==> src/rtl/led_breath_ctrl.sv <==
//------------------------------------------------------------------------------
// Module   : led_breath_ctrl
// Brief    : Breathing-envelope PWM sequencer for four LEDs (sync or chase).
// Revision : 1.0 - initial release
//------------------------------------------------------------------------------
`default_nettype none

module led_breath_ctrl #(
    parameter int TICK_DIV     = 50,
    parameter int PWM_STEPS    = 1000,
    parameter int DUTY_W       = 10,
    parameter int HOLD_PERIODS = 200
) (
    input  logic              clk,
    input  logic              rst,
    input  logic              start,
    input  logic              stop,
    input  logic              mode,
    input  logic [DUTY_W-1:0] step,
    output logic [3:0]        pio_led,
    output logic              busy,
    output logic [DUTY_W-1:0] duty,
    output logic [1:0]        led_sel,
    output logic              done
);

    localparam int TCNT_W = (TICK_DIV > 1) ? $clog2(TICK_DIV) : 1;
    localparam int HCNT_W = (HOLD_PERIODS > 1) ? $clog2(HOLD_PERIODS) : 1;
    localparam int SUM_W  = DUTY_W + 1;

    localparam logic [TCNT_W-1:0] TCNT_MAX  = TCNT_W'(TICK_DIV - 1);
    localparam logic [DUTY_W-1:0] PCNT_MAX  = DUTY_W'(PWM_STEPS - 1);
    localparam logic [DUTY_W-1:0] DUTY_FULL = DUTY_W'(PWM_STEPS);
    localparam logic [SUM_W-1:0]  SUM_FULL  = SUM_W'(PWM_STEPS);
    localparam logic [HCNT_W-1:0] HCNT_MAX  = HCNT_W'(HOLD_PERIODS - 1);

    typedef enum logic [2:0] {
        S_IDLE    = 3'd0,
        S_UP      = 3'd1,
        S_HOLD_HI = 3'd2,
        S_DOWN    = 3'd3,
        S_HOLD_LO = 3'd4
    } state_t;

    state_t              state_q;
    logic [TCNT_W-1:0]   tcnt_q;
    logic [DUTY_W-1:0]   pcnt_q;
    logic [DUTY_W-1:0]   duty_q;
    logic [DUTY_W-1:0]   step_q;
    logic [HCNT_W-1:0]   hcnt_q;
    logic                mode_q;
    logic [1:0]          led_sel_q;
    logic [3:0]          pio_led_q;
    logic                done_q;

    logic                tick_w;
    logic                period_end_w;
    logic                pwm_w;
    logic [SUM_W-1:0]    sum_w;
    logic [3:0]          led_map_w;

    assign tick_w       = (state_q != S_IDLE) && (tcnt_q == TCNT_MAX);
    assign period_end_w = tick_w && (pcnt_q == PCNT_MAX);
    assign pwm_w        = (pcnt_q < duty_q);
    // Extra bit keeps duty+step from wrapping before the full-scale clamp.
    assign sum_w        = {1'b0, duty_q} + {1'b0, step_q};
    assign led_map_w    = mode_q ? ((4'b0001 << led_sel_q) & {4{pwm_w}}) : {4{pwm_w}};

    always_ff @(posedge clk) begin
        if (rst) begin
            state_q   <= S_IDLE;
            tcnt_q    <= '0;
            pcnt_q    <= '0;
            duty_q    <= '0;
            step_q    <= '0;
            hcnt_q    <= '0;
            mode_q    <= 1'b0;
            led_sel_q <= 2'd0;
            pio_led_q <= 4'd0;
            done_q    <= 1'b0;
        end else begin
            done_q <= 1'b0;
            if (state_q == S_IDLE) begin
                tcnt_q    <= '0;
                pcnt_q    <= '0;
                hcnt_q    <= '0;
                pio_led_q <= 4'd0;
                if (start && !stop) begin
                    state_q   <= S_UP;
                    mode_q    <= mode;
                    step_q    <= (step == '0) ? DUTY_W'(1) : step;
                    duty_q    <= '0;
                    led_sel_q <= 2'd0;
                end
            end else if (stop) begin
                state_q   <= S_IDLE;
                tcnt_q    <= '0;
                pcnt_q    <= '0;
                duty_q    <= '0;
                hcnt_q    <= '0;
                led_sel_q <= 2'd0;
                pio_led_q <= 4'd0;
            end else begin
                pio_led_q <= led_map_w;
                tcnt_q    <= tick_w ? '0 : tcnt_q + TCNT_W'(1);
                if (tick_w) begin
                    pcnt_q <= (pcnt_q == PCNT_MAX) ? '0 : pcnt_q + DUTY_W'(1);
                end
                // Duty and state only move at period boundaries so every
                // PWM period is complete.
                if (period_end_w) begin
                    case (state_q)
                        S_UP: begin
                            if (sum_w >= SUM_FULL) begin
                                duty_q  <= DUTY_FULL;
                                hcnt_q  <= '0;
                                state_q <= S_HOLD_HI;
                            end else begin
                                duty_q <= sum_w[DUTY_W-1:0];
                            end
                        end
                        S_HOLD_HI: begin
                            if (hcnt_q == HCNT_MAX) begin
                                state_q <= S_DOWN;
                            end else begin
                                hcnt_q <= hcnt_q + HCNT_W'(1);
                            end
                        end
                        S_DOWN: begin
                            if (duty_q <= step_q) begin
                                duty_q  <= '0;
                                hcnt_q  <= '0;
                                state_q <= S_HOLD_LO;
                            end else begin
                                duty_q <= duty_q - step_q;
                            end
                        end
                        S_HOLD_LO: begin
                            if (hcnt_q == HCNT_MAX) begin
                                done_q  <= 1'b1;
                                state_q <= S_UP;
                                if (mode_q) begin
                                    led_sel_q <= led_sel_q + 2'd1;
                                end
                            end else begin
                                hcnt_q <= hcnt_q + HCNT_W'(1);
                            end
                        end
                        default: state_q <= S_IDLE;
                    endcase
                end
            end
        end
    end

    assign busy    = (state_q != S_IDLE);
    assign duty    = duty_q;
    assign led_sel = led_sel_q;
    assign pio_led = pio_led_q;
    assign done    = done_q;

endmodule

`default_nettype wire
==> config.mk <==
export PLATFORM = sky130hd
export DESIGN_NAME = led_breath_ctrl
export DESIGN_NICKNAME = d
export VERILOG_FILES = /design/src/rtl/led_breath_ctrl.sv
export SDC_FILE = /design/constraint.sdc
export NUM_CORES = 1
export LEC_CHECK = 0
export BUFFER_PORTS_ARGS = -buffer_cell sky130_fd_sc_hd__buf_2
export CELL_PAD_IN_SITES_DETAIL_PLACEMENT = 1
export CELL_PAD_IN_SITES_GLOBAL_PLACEMENT = 2
export CORE_AREA = 4 4 109 111
export CTS_CLUSTER_SIZE = 25
export DETAILED_ROUTE_END_ITERATION = 6
export DIE_AREA = 0 0 113 115
export PLACE_DENSITY_LB_ADDON = 0.05
export SLEW_MARGIN = 5
export SYNTH_ARGS = -nofsm -noshare
export SYNTH_HDL_FRONTEND = slang
export SYNTH_SLANG_ARGS = --single-unit
==> constraint.sdc <==
create_clock -name clk -period 3.8 [get_ports clk]
set_input_delay 0.19 -clock clk [delete_from_list [all_inputs] [get_ports clk]]
set_output_delay 0.19 -clock clk [all_outputs]
set_load 0.05 [all_outputs]
Word-level counts from Yosys, hierarchy flattened
Cells that the tools add are included.
- register bits after elaboration: 55
- latch bits: 0
- RAM bits: 0
- memory bits (read-only): 0
- bits of input ports: 15
- output and inout port bits: 18
- word-level logic and storage cells: 91
- memories kept: 0
- $add $sub $neg: 6
- multipliers: 0
- divide/modulo/power cells: 0
- $lt $le $gt $ge: 3
- equal/unequal tests: 15
- shift-type cells: 1
- mux-type cells: 31
- bitwise operators: 3
- reductions and logical operators: 22
- operator list (operator ; number):
    $mux 10 ; 8
    $mux 3 ; 8
    $mux 8 ; 3
    $pmux 8 s3 ; 1
    $pmux 10 s2 ; 1
    $reduce_bool 3->1 ; 6
    $ne 4x4->1 const B ; 4
    $mux 2 ; 7
    $pmux 3 s4 ; 1
    $add 10x10->11 ; 1
    $ge 11x10->1 const B ; 1
    $add 10x1->10 const B ; 1
    $eq 10x10->1 const B ; 1
    $le 10x10->1 ; 1
    $logic_not 10->1 ; 1
    $lt 10x10->1 ; 1
    $reduce_and 5->1 ; 2
    $sub 10x10->10 ; 1
    $add 8x1->8 const B ; 1
    $eq 8x8->1 const B ; 1
    $add 6x1->6 const B ; 1
    $eq 3x2->1 const B ; 2
    $eq 6x6->1 const B ; 1
    $ne 2x2->1 const B ; 3
    20 further kinds ; 23

Longest topological paths before layout
- depth in word-level cells: 7
- depth in mapped cells: 12
- gate-level depth less buffers: 12

Worst setup path after synthesis
No wires, ideal clock.
- path type: register to register
- start point: reg duty_q[1] (netlist: duty[1])
- end point: reg state_q[1]
- setup time: 0.079 ns
- arrival time: 3.137 ns
- data required time: 3.721 ns
- slack: 0.584 ns
- stages on the path, launching flop included: 10
- buffers on the path: 0
- clock period less this slack: 3.216 ns
- path through: dfxtp_1 > inv_1 > fa_1 > nor2_1 > o311ai_2 > a311oi_1 > nand3_1 > o31a_1 > or4_1 > a211oi_2
- longest elaborated chain between the ends: 4
- elaborated cells on any way between the ends: 6
- classes of those cells: 1 x add/sub; 2 x order compare; 2 x eq/ne; 1 x reduce/logical
- ends and longest elaborated chain (element ; RTL line ; text):
    from (decl) ; 48 ; logic [DUTY_W-1:0] duty_q;
    from (signal assigned) ; 119 ; duty_q <= sum_w[DUTY_W-1:0];
    from (signal assigned) ; 135 ; duty_q <= duty_q - step_q;
    $add 10x10->11 ; 66 ; assign sum_w = {1'b0, duty_q} + {1'b0, step_q};
    $ge 11x10->1 ; 114 ; if (sum_w >= SUM_FULL) begin
    $ne 4x4->1 (no line) ; n/a ;
    $reduce_and 6->1 (no line) * ; n/a ;
    to (signal assigned) ; 71 ; state_q <= S_IDLE;
    to (signal assigned) ; 117 ; state_q <= S_HOLD_HI;
    to (signal assigned) ; 124 ; state_q <= S_DOWN;
    to (decl) ; 45 ; state_t state_q;
Mark *: on every way between the ends. The rest lies on a longest branch, timed or not.
A chain may end at the register's enable or synchronous reset.

Worst setup path after layout
- start point: reg step_q[2]
- end point: reg state_q[1]
- longest elaborated chain between the ends: 4
- elaborated cells on any way between the ends: 6
- classes of those cells: 1 x add/sub; 2 x order compare; 2 x eq/ne; 1 x reduce/logical
- ends and longest elaborated chain (element ; RTL line ; text):
    from (decl) ; 49 ; logic [DUTY_W-1:0] step_q;
    from (signal assigned) ; 91 ; step_q <= (step == '0) ? DUTY_W'(1) : step;
    $add 10x10->11 ; 66 ;
    $ge 11x10->1 ; 114 ;
    $ne 4x4->1 (no line) ; n/a ;
    $reduce_and 6->1 (no line) * ; n/a ;
Marks and branches as above.

==> metrics.txt <==
status=complete, no violations; GRT Overall Usage=19.1%; hold-fix buffers at CTS=0; CP Launch Type=register; CTS Buffer Depth=2; area grow syn2layout=10.6%; design area=0.00428 mm2; Final Hold Violating Endpoints=0; largest net degree at the start of global routing=20; Nets=578; commonest non-fill, non-tap cell in the layout=nand2_1; crit path kind=reg2reg; clk root buf=clkbuf_8; post_cts resized=0; core footprint=0.0108 mm2; clock slew at reported path FFs=0.10 ns; Synth area leaders=dfxtp_1 28%, ha_1 12%, nand2_1 5.8%; CP Max Fanout=8; Placement Cell Area=0.00418 mm2; vias per cell=5.47; dominant cell type by area after synthesis=dfxtp_1; Tmin final=3.29 ns; Setup Skew=0.00979 ns; period utilization=86.6%; Post-DRT Antenna Nets=0; Synth cell types=65; post-synthesis register bit count=55; vias in the first global route=3791; synthesized instance count=495; syn avg cell area=7.82 um2; die width=113 um; Finished Layout Cells=665; first-pass GRT wire length=19.6 mm; Max Freq=304 MHz; top_reg_cell synth=dfxtp_1; H-Tree Depth=2; placed cells=657; Slew @ Worst Pin=0.755 ns; max-slew violation count=0; fraction of layout cells with a size suffix above 1=12.2%; number of flops mapped to enable cells by yosys=0; Critical Path RT=4.06 ns; Syn Nets=549; HP Class=in2reg; Synth top area share=28.5%; max-cap violation count=0; hold_ws=0.0899 ns; router iterations before antenna repair=4; Critical Path AT=3.55 ns; CTS sink count=55; final setup fails=0; async set-reset flop share out of synthesis=0%; Congestion Overflow GR=0; hpwl dp=9.56 mm; Initial Util=35.8%; number of primary I/O pins=33; routed vias=3638; Total Wirelength=12.0 mm; row count=38; Initial DRC Count=159; # DRC=0; highest-count cells in the layout ignoring fill and taps=60 x nand2_1, 55 x dfxtp_1, 51 x nor2_1; Port Buf Inserts=32; initial antenna violation count=0; slew margin rel.=49.2%; post-synthesis sequential area ratio=28.5%; drt wl/cell=18.0 um; chip height=115 um; pwr/cell area=296 mW/mm2; RePlAce Congestion=0.818; setup TNS=0 ns; Die Footprint=0.0130 mm2; Post-CTS Setup Bufs=0; # diodes=0; Post-Syn Area=0.00387 mm2; Power Total=1.27 mW; maximum vdd ir drop=0.213 mV; clock buffer count from CTS=5; RSZ-0062 raised after global routing=false; clock tree from TritonCTS=built; Clock Latency Late Sink=0.34 ns; Leak=1.66 nW; Syn. warnings=0; crit end category=register
-- Yosys cell counts, types with 10 or more instances --
library cell   n
xnor2_1       13
dfxtp_1       55
a21oi_1       33
nand2_1       60
inv_1         43
ha_1          37
nor2_1        51
a21o_1        10
nor3_1        15
o21ai_0       20
nand3_1       12
-- metrics by stage --
step	util [%]	setup WS (ns)
after floorplan	-	0.584
after global placement	38.8	0.686
after detailed placement	38.8	0.555
after CTS	39.6	0.517
after global routing	39.6	0.205
final	39.6	0.511
-- state kept, by name, indices dropped and copies added, names as in the netlist --
register and flops:
duty 10, pcnt_q 10, step_q 10, hcnt_q 8, tcnt_q 6, pio_led 4, state_q 3, led_sel 2
done 1, mode_q 1
-- worst paths after layout --
kind	start	end	slack [ns]	cells after the start
setup / recovery	step_q[2]$_SDFFE_PP0P_	state_q[1]$_SDFFE_PP0P_	0.51	10
hold / removal	mode	mode_q$_SDFFE_PP0P_	0.09	3
hold reg to reg	step_q[4]$_SDFFE_PP0P_	step_q[4]$_SDFFE_PP0P_	0.49	2
setup reg to reg	step_q[2]$_SDFFE_PP0P_	state_q[1]$_SDFFE_PP0P_	0.51	10
-- layout make-up --
type	instances	area, um2
Inverter	44	165
Clock inverter	1	8.76
Clock buffer	7	86.3
Tap cell	140	175
Sequential cell	55	1100
Timing Repair Buffer	39	213
Fill cell	1357	6520
Multi-Input combinational cell	379	2530
-- logic make-up (layout without fill, tap and decap cells) --
group	after synthesis	after routing	share of synthesized area, %
compound gates	122	122	22.2
xor+xnor	22	22	4.98
fa+ha+maj	40	40	13.3
buf+inv	61	91	6.31
flops	55	55	28.5
mux	3	3	0.776
simple gates	192	192	24.0
-- power breakdown --
| part | internal [mW] | switching, mW |
|---|---|---|
| sequential | 0.589 | 0.0189 |
| combinational | 0.102 | 0.187 |
| clock | 0.150 | 0.218 |
| total | 0.841 | 0.424 |
-- metal layers --
metal  global-route usage (%)  up-vias  share of wire, %
met5                        0        -                 0
li1                         -     1799                 -
met1                     22.6     1780                45
met4                     6.09        0               2.3
met2                     35.2       44                51
met3                     3.21       15               2.4
-- critical path, stage by stage, from the launching register on --
cell,delay [ns]
dfxtp_1,0.41
inv_1,0.06
ha_1,0.43
nor2_1,0.11
o311ai_2,0.40
nor3_1,0.08
a311oi_1,0.43
nand3_1,0.17
o31a_1,0.42
or4_1,0.52
a211oi_2,0.18
(Power assumes the default switching activity.)
